$ cat src/rtl/anton_neopixel_frame_loader.sv
// ============================================================================
// anton_neopixel_frame_loader : streams pixel bytes into the NeoPixel raw
// buffer, then programs MAX_LO/MAX_HI/CTRL to launch the frame.
// Revision 1.0
// ============================================================================
`timescale 1ns/1ps
`default_nettype none

`ifndef BUFFER_END_DEFAULT
`define BUFFER_END_DEFAULT 8191
`endif
`ifndef CLOG2
`define CLOG2(x) (((x) <= 2) ? 1 : $clog2(x))
`endif

module anton_neopixel_frame_loader #(
  parameter int BUFFER_END = `BUFFER_END_DEFAULT
) (
  input  logic        busClk,
  input  logic        busReset,
  input  logic        start,
  input  logic        cfgLimit,
  input  logic        cfgLoop,
  input  logic        cfg32bit,
  input  logic [7:0]  streamData,
  input  logic        streamValid,
  input  logic        streamLast,
  output logic        streamReady,
  output logic [17:0] busAddr,
  output logic [7:0]  busDataIn,
  output logic        busWrite,
  output logic        busRead,
  input  logic [7:0]  busDataOut,
  output logic        busy,
  output logic        done,
  output logic        overflow
);

  localparam int BUFFER_BITS = `CLOG2(BUFFER_END + 1);

  localparam logic [2:0] S_IDLE      = 3'd0;
  localparam logic [2:0] S_POLL_REQ  = 3'd1;
  localparam logic [2:0] S_POLL_WAIT = 3'd2;
  localparam logic [2:0] S_LOAD      = 3'd3;
  localparam logic [2:0] S_MAX_LO    = 3'd4;
  localparam logic [2:0] S_MAX_HI    = 3'd5;
  localparam logic [2:0] S_CTRL      = 3'd6;
  localparam logic [2:0] S_DONE      = 3'd7;

  localparam logic [17:0] ADDR_MAX_LO = 18'h30000;
  localparam logic [17:0] ADDR_MAX_HI = 18'h30001;
  localparam logic [17:0] ADDR_CTRL   = 18'h30002;
  localparam logic [17:0] ADDR_STATUS = 18'h30003;

  logic [2:0]             r_state;
  logic [2:0]             w_next;
  logic [BUFFER_BITS-1:0] r_index;
  logic [12:0]            r_lastIx;
  logic                   r_cfgLimit;
  logic                   r_cfgLoop;
  logic                   r_cfg32bit;
  logic                   r_overflow;
  logic [17:0]            r_busAddr;
  logic [7:0]             r_busDataIn;
  logic                   r_busWrite;
  logic                   r_busRead;
  logic                   w_accept;
  logic                   w_atEnd;
  logic                   w_unused_bits;

  assign w_accept      = streamValid & streamReady;
  assign w_atEnd       = (r_index == BUFFER_BITS'(BUFFER_END));
  assign w_unused_bits = ^busDataOut[7:1];

  assign busAddr   = r_busAddr;
  assign busDataIn = r_busDataIn;
  assign busWrite  = r_busWrite;
  assign busRead   = r_busRead;
  assign overflow  = r_overflow;

  always_ff @(posedge busClk or posedge busReset) begin
    if (busReset) begin
      r_state <= S_IDLE;
    end else begin
      r_state <= w_next;
    end
  end

  always_comb begin
    w_next = r_state;
    case (r_state)
      S_IDLE:      if (start) w_next = S_POLL_REQ;
      S_POLL_REQ:  w_next = S_POLL_WAIT;
      S_POLL_WAIT: w_next = busDataOut[0] ? S_POLL_REQ : S_LOAD;
      S_LOAD:      if (w_accept && (streamLast || w_atEnd)) w_next = S_MAX_LO;
      S_MAX_LO:    w_next = S_MAX_HI;
      S_MAX_HI:    w_next = S_CTRL;
      S_CTRL:      w_next = S_DONE;
      S_DONE:      w_next = S_IDLE;
      default:     w_next = S_IDLE;
    endcase
  end

  always_comb begin
    busy        = (r_state != S_IDLE);
    done        = (r_state == S_DONE);
    streamReady = (r_state == S_LOAD);
  end

  // Bus strobes are registered, so each transaction appears the cycle after
  // the state that issues it; address/data hold between transactions.
  always_ff @(posedge busClk or posedge busReset) begin
    if (busReset) begin
      r_index     <= '0;
      r_lastIx    <= '0;
      r_cfgLimit  <= 1'b0;
      r_cfgLoop   <= 1'b0;
      r_cfg32bit  <= 1'b0;
      r_overflow  <= 1'b0;
      r_busAddr   <= '0;
      r_busDataIn <= '0;
      r_busWrite  <= 1'b0;
      r_busRead   <= 1'b0;
    end else begin
      r_busWrite <= 1'b0;
      r_busRead  <= 1'b0;
      case (r_state)
        S_IDLE: begin
          if (start) begin
            r_cfgLimit <= cfgLimit;
            r_cfgLoop  <= cfgLoop;
            r_cfg32bit <= cfg32bit;
            r_index    <= '0;
            r_overflow <= 1'b0;
            r_busRead  <= 1'b1;
            r_busAddr  <= ADDR_STATUS;
          end
        end
        S_POLL_WAIT: begin
          if (busDataOut[0]) begin
            r_busRead <= 1'b1;
            r_busAddr <= ADDR_STATUS;
          end
        end
        S_LOAD: begin
          if (w_accept) begin
            r_busWrite  <= 1'b1;
            r_busAddr   <= {2'b10, 16'(r_index)};
            r_busDataIn <= streamData;
            r_index     <= r_index + BUFFER_BITS'(1);
            if (streamLast) begin
              r_lastIx <= 13'(r_index);
            end else if (w_atEnd) begin
              r_lastIx   <= 13'(BUFFER_END);
              r_overflow <= 1'b1;
            end
          end
        end
        S_MAX_LO: begin
          r_busWrite  <= 1'b1;
          r_busAddr   <= ADDR_MAX_LO;
          r_busDataIn <= r_lastIx[7:0];
        end
        S_MAX_HI: begin
          r_busWrite  <= 1'b1;
          r_busAddr   <= ADDR_MAX_HI;
          r_busDataIn <= {3'b000, r_lastIx[12:8]};
        end
        S_CTRL: begin
          r_busWrite  <= 1'b1;
          r_busAddr   <= ADDR_CTRL;
          r_busDataIn <= {3'b000, r_cfg32bit, r_cfgLoop, 1'b1, r_cfgLimit, 1'b0};
        end
        default: begin
        end
      endcase
    end
  end

endmodule

`default_nettype wire

$ cat config.mk
export PLATFORM = sky130hd
export DESIGN_NAME = anton_neopixel_frame_loader
export DESIGN_NICKNAME = d
export VERILOG_FILES = /design/src/rtl/anton_neopixel_frame_loader.sv
export SDC_FILE = /design/constraint.sdc
export NUM_CORES = 1
export LEC_CHECK = 0
export CORE_MARGIN = 5
export CORE_UTILIZATION = 40
export CTS_CLUSTER_SIZE = 8
export DETAILED_ROUTE_END_ITERATION = 7
export MAX_ROUTING_LAYER = met4
export PLACE_DENSITY_LB_ADDON = 0.25
export SETUP_SLACK_MARGIN = 0.05
export SLEW_MARGIN = 20
export SYNTH_ARGS = -nofsm -noshare
export SYNTH_HDL_FRONTEND = slang
export SYNTH_SLANG_ARGS = --single-unit
$ cat constraint.sdc
create_clock -name busClk -period 5 [get_ports busClk]
set_input_delay 1 -clock busClk [delete_from_list [all_inputs] [get_ports busClk]]
set_output_delay 1 -clock busClk [all_outputs]
set_load 0.01 [all_outputs]
==> flow_metrics.tcl <==
set metrics [dict create \
    finalNetCount 318 \
    r2r_end "r_lastIx[6]$_DFFE_PP0P_" \
    synth-seq-cells 58 \
    cp.required_ps 4000 \
    ant_nets 0 \
    core_mm2 0.00639 \
    clkTransAtPathRegs_ps 60 \
    place_ws_ps 1810 \
    fillCellCount 597 \
    ioPinCount 56 \
    grt_max_degree 32 \
    timing.final.max_slew_violations 0 \
    period_minus_slack_ps 3190 \
    peakVddDrop_mv 0.315 \
    status "finished, final reports clean" \
    power_uw 1820 \
    hold_viol_final 0 \
    yosysUniqueCellTypes 47 \
    routed_wl_um 6080 \
    ys_seq_area_frac 0.548 \
    cts.sinks 58 \
    hold-worst-slack_ps 476 \
    cts_made_buffers 9 \
    htreeDepth 3 \
    finalInstanceArea_mm2 0.00328 \
    overflow 0 \
    drc 0 \
    cts_tree "built" \
    rsz0062_at_grt "false" \
    ctsHoldBuffers 0 \
    synth_area_per_cell_um2 10.6 \
    postPlaceCellArea_mm2 0.00312 \
    synth_edf_count 0 \
    hold_class "flop to flop" \
    grt_use_met2 0.226 \
    vias 2044 \
    worst-path-max-fanout 22 \
    area_growth_pct 24.0 \
    syn-cell-area_mm2 0.00265 \
    drt_iter0_drc 162 \
    max-cap-violations 0 \
    rr_startpoint "r_state[0]$_DFFE_PP0P_" \
    clock_path_buffers 2 \
    grt_usage 0.161 \
    root_buffer "clkbuf_8" \
    hold_path_end "r_lastIx[12]$_DFFE_PP0P_" \
    routed_via_density 5.45 \
    start_util 0.415 \
    power_density_mw_per_mm2 554 \
    max_freq_ghz 0.314 \
    post-route-period-util 0.638 \
    drive_above_1_share 0.0872 \
    setup_viol 0 \
    crit_path_start_kind "flop" \
    top_usage_layer "met2" \
    yosysWarnings 0 \
    portBuffers 45 \
    diodes 0 \
    die_w_um 91.4 \
    skew_ps 8.06 \
    grt_pass1_vias 2042 \
    syn_inst 251 \
    dpl.hpwl_um 4290 \
    num_rows 29 \
    synthFlopType "dfrtp_1" \
    insertion_delay_ps 330 \
    dieHeight_um 91.4 \
    gr-usage-met1 0.218 \
    min-delay-start "r_lastIx[12]$_DFFE_PP0P_" \
    worstSetupPathType "flop to output port" \
    grt_pass1_wl_um 10400 \
    cp-end-kind "output port" \
    reg2reg_setup_slack_ps 2490 \
    die-area_mm2 0.00835 \
    worst_slew_pin_slew_ps 851 \
    antenna_found_initial 0 \
    post-cts-setup-buffers 0 \
    post_cts_resize_count 0 \
    slew_headroom 0.425 \
    whs_path_depth 2 \
    worst-r2r-cell-count 4 \
    setup_tns_ps 0 \
    drtPass1Iterations 4 \
    cp.arrival_ps 2190 \
    drt-wirelength-per-cell_um 16.2 \
    async_reset_ff_frac 1.00 \
    grtUsageMet3 0.0455 \
    worst_slack_ps 1810 \
    place.gp.congestion 0.808 \
    p_leak_uw 0.00144 \
]
-- critical path, stage by stage, from the launching register on --
cell,delay [ps]
dfrtp_1,850
nand2_1,180
nor2_1,250
clkdlybuf4s50_1,590
-- kinds of logic after synthesis --
kind of cell	count (synthesis)	synth area share
xor gates and xnor gates	6	0.0198
and+or+nand+nor	77	0.149
muxes	7	0.0288
buffers and inverters	28	0.0524
other	1	0.00142
AOI/OAI and AO/OA	73	0.196
DFF	58	0.548
adders and majority gates	1	0.00472
-- per-stage QoR --
step | utilization | instances
after floorplan | - | 253
after CTS | 0.514 | 375
final | 0.514 | 375
after detailed placement | 0.489 | 359
after global routing | 0.514 | 375
after global placement | 0.489 | 359
-- state kept, by name, summed over array words and instances, names as in the netlist --
register    flops
busAddr        15
busWrite        1
r_cfg32bit      1
busDataIn       8
r_lastIx       13
r_cfgLoop       1
r_cfgLimit      1
r_state         3
r_index        13
overflow        1
busRead         1
-- report_power, final --
group	total [uW]	switching, uW	internal [uW]
sequential	779	164	615
clock	366	175	191
combinational	672	332	340
total	1820	671	1150
-- cells in the final DEF, fill, tap and decap left out, drive strengths merged, types with 2 or more instances in the layout --
| master | n |
|---|---|
| nand4 | 5 |
| mux2 | 5 |
| o31ai | 5 |
| nand2 | 26 |
| o21ai | 8 |
| conb | 3 |
| a21oi | 18 |
| o211ai | 5 |
| inv | 9 |
| nand3b | 2 |
| clkdlybuf4s50 | 45 |
| nand3 | 5 |
| o22a | 12 |
| nor3 | 3 |
| clkbuf | 13 |
| nand2b | 7 |
| buf | 3 |
| dfrtp | 58 |
| a22o | 11 |
| a21o | 3 |
| xnor2 | 3 |
| nor2b | 2 |
| mux2i | 2 |
| nor2 | 18 |
| xor2 | 3 |
| o22ai | 4 |
| clkinv | 3 |
-- worst max path at each step --
stage,start,end,slack [ps],cells past startpoint
2_1_floorplan,busReset,busAddr[0]$_DFFE_PP0P_,2570,1
5_1_grt,r_state[0]$_DFFE_PP0P_,streamReady,1630,3
6_report,r_state[0]$_DFFE_PP0P_,streamReady,1810,3
3_3_place_gp,streamValid,r_lastIx[6]$_DFFE_PP0P_,1810,5
4_1_cts,r_state[0]$_DFFE_PP0P_,streamReady,1780,3
3_5_place_dp,streamValid,r_lastIx[1]$_DFFE_PP0P_,1810,5
-- synth_stat cells (all sizes together) (2+ instances only) --
| cell type | instances | area (um2) |
|---|---|---|
| buf | 15 | 88.8 |
| clkbuf | 4 | 16.3 |
| xnor2 | 3 | 26.3 |
| o22ai | 4 | 25.0 |
| nor2b | 2 | 12.5 |
| nand2 | 26 | 97.6 |
| o22a | 12 | 105 |
| a22o | 11 | 96.3 |
| mux2 | 5 | 56.3 |
| nand2b | 7 | 43.8 |
| a21oi | 18 | 93.8 |
| mux2i | 2 | 20.0 |
| o31ai | 5 | 37.5 |
| a21o | 3 | 22.5 |
| o21ai | 8 | 40.0 |
| nand3 | 5 | 25.0 |
| o211ai | 5 | 37.5 |
| nand3b | 2 | 15.0 |
| inv | 9 | 33.8 |
| nand4 | 5 | 31.3 |
| nor2 | 18 | 70.1 |
| xor2 | 3 | 26.3 |
| dfrtp | 58 | 1450 |
| nor3 | 3 | 15.0 |
-- layer usage --
layer  wire length [um]  part of all wire
met1               2890              0.48
met2               2800              0.46
met3                319             0.052
met4                 73             0.012
met5                  0                 0
-- area by class of cell --
type / instances / area (um2) / share of cell area
sequential: 58 / 1450 / 0.442
timing repair buffer: 48 / 473 / 0.144
multi-input combinational: 167 / 1070 / 0.325
tap: 77 / 96.3 / 0.0293
inverter: 9 / 33.8 / 0.0103
clock inverter: 3 / 15.0 / 0.00457
clock buffer: 13 / 149 / 0.0453
Power figures use the tool's default switching activity.
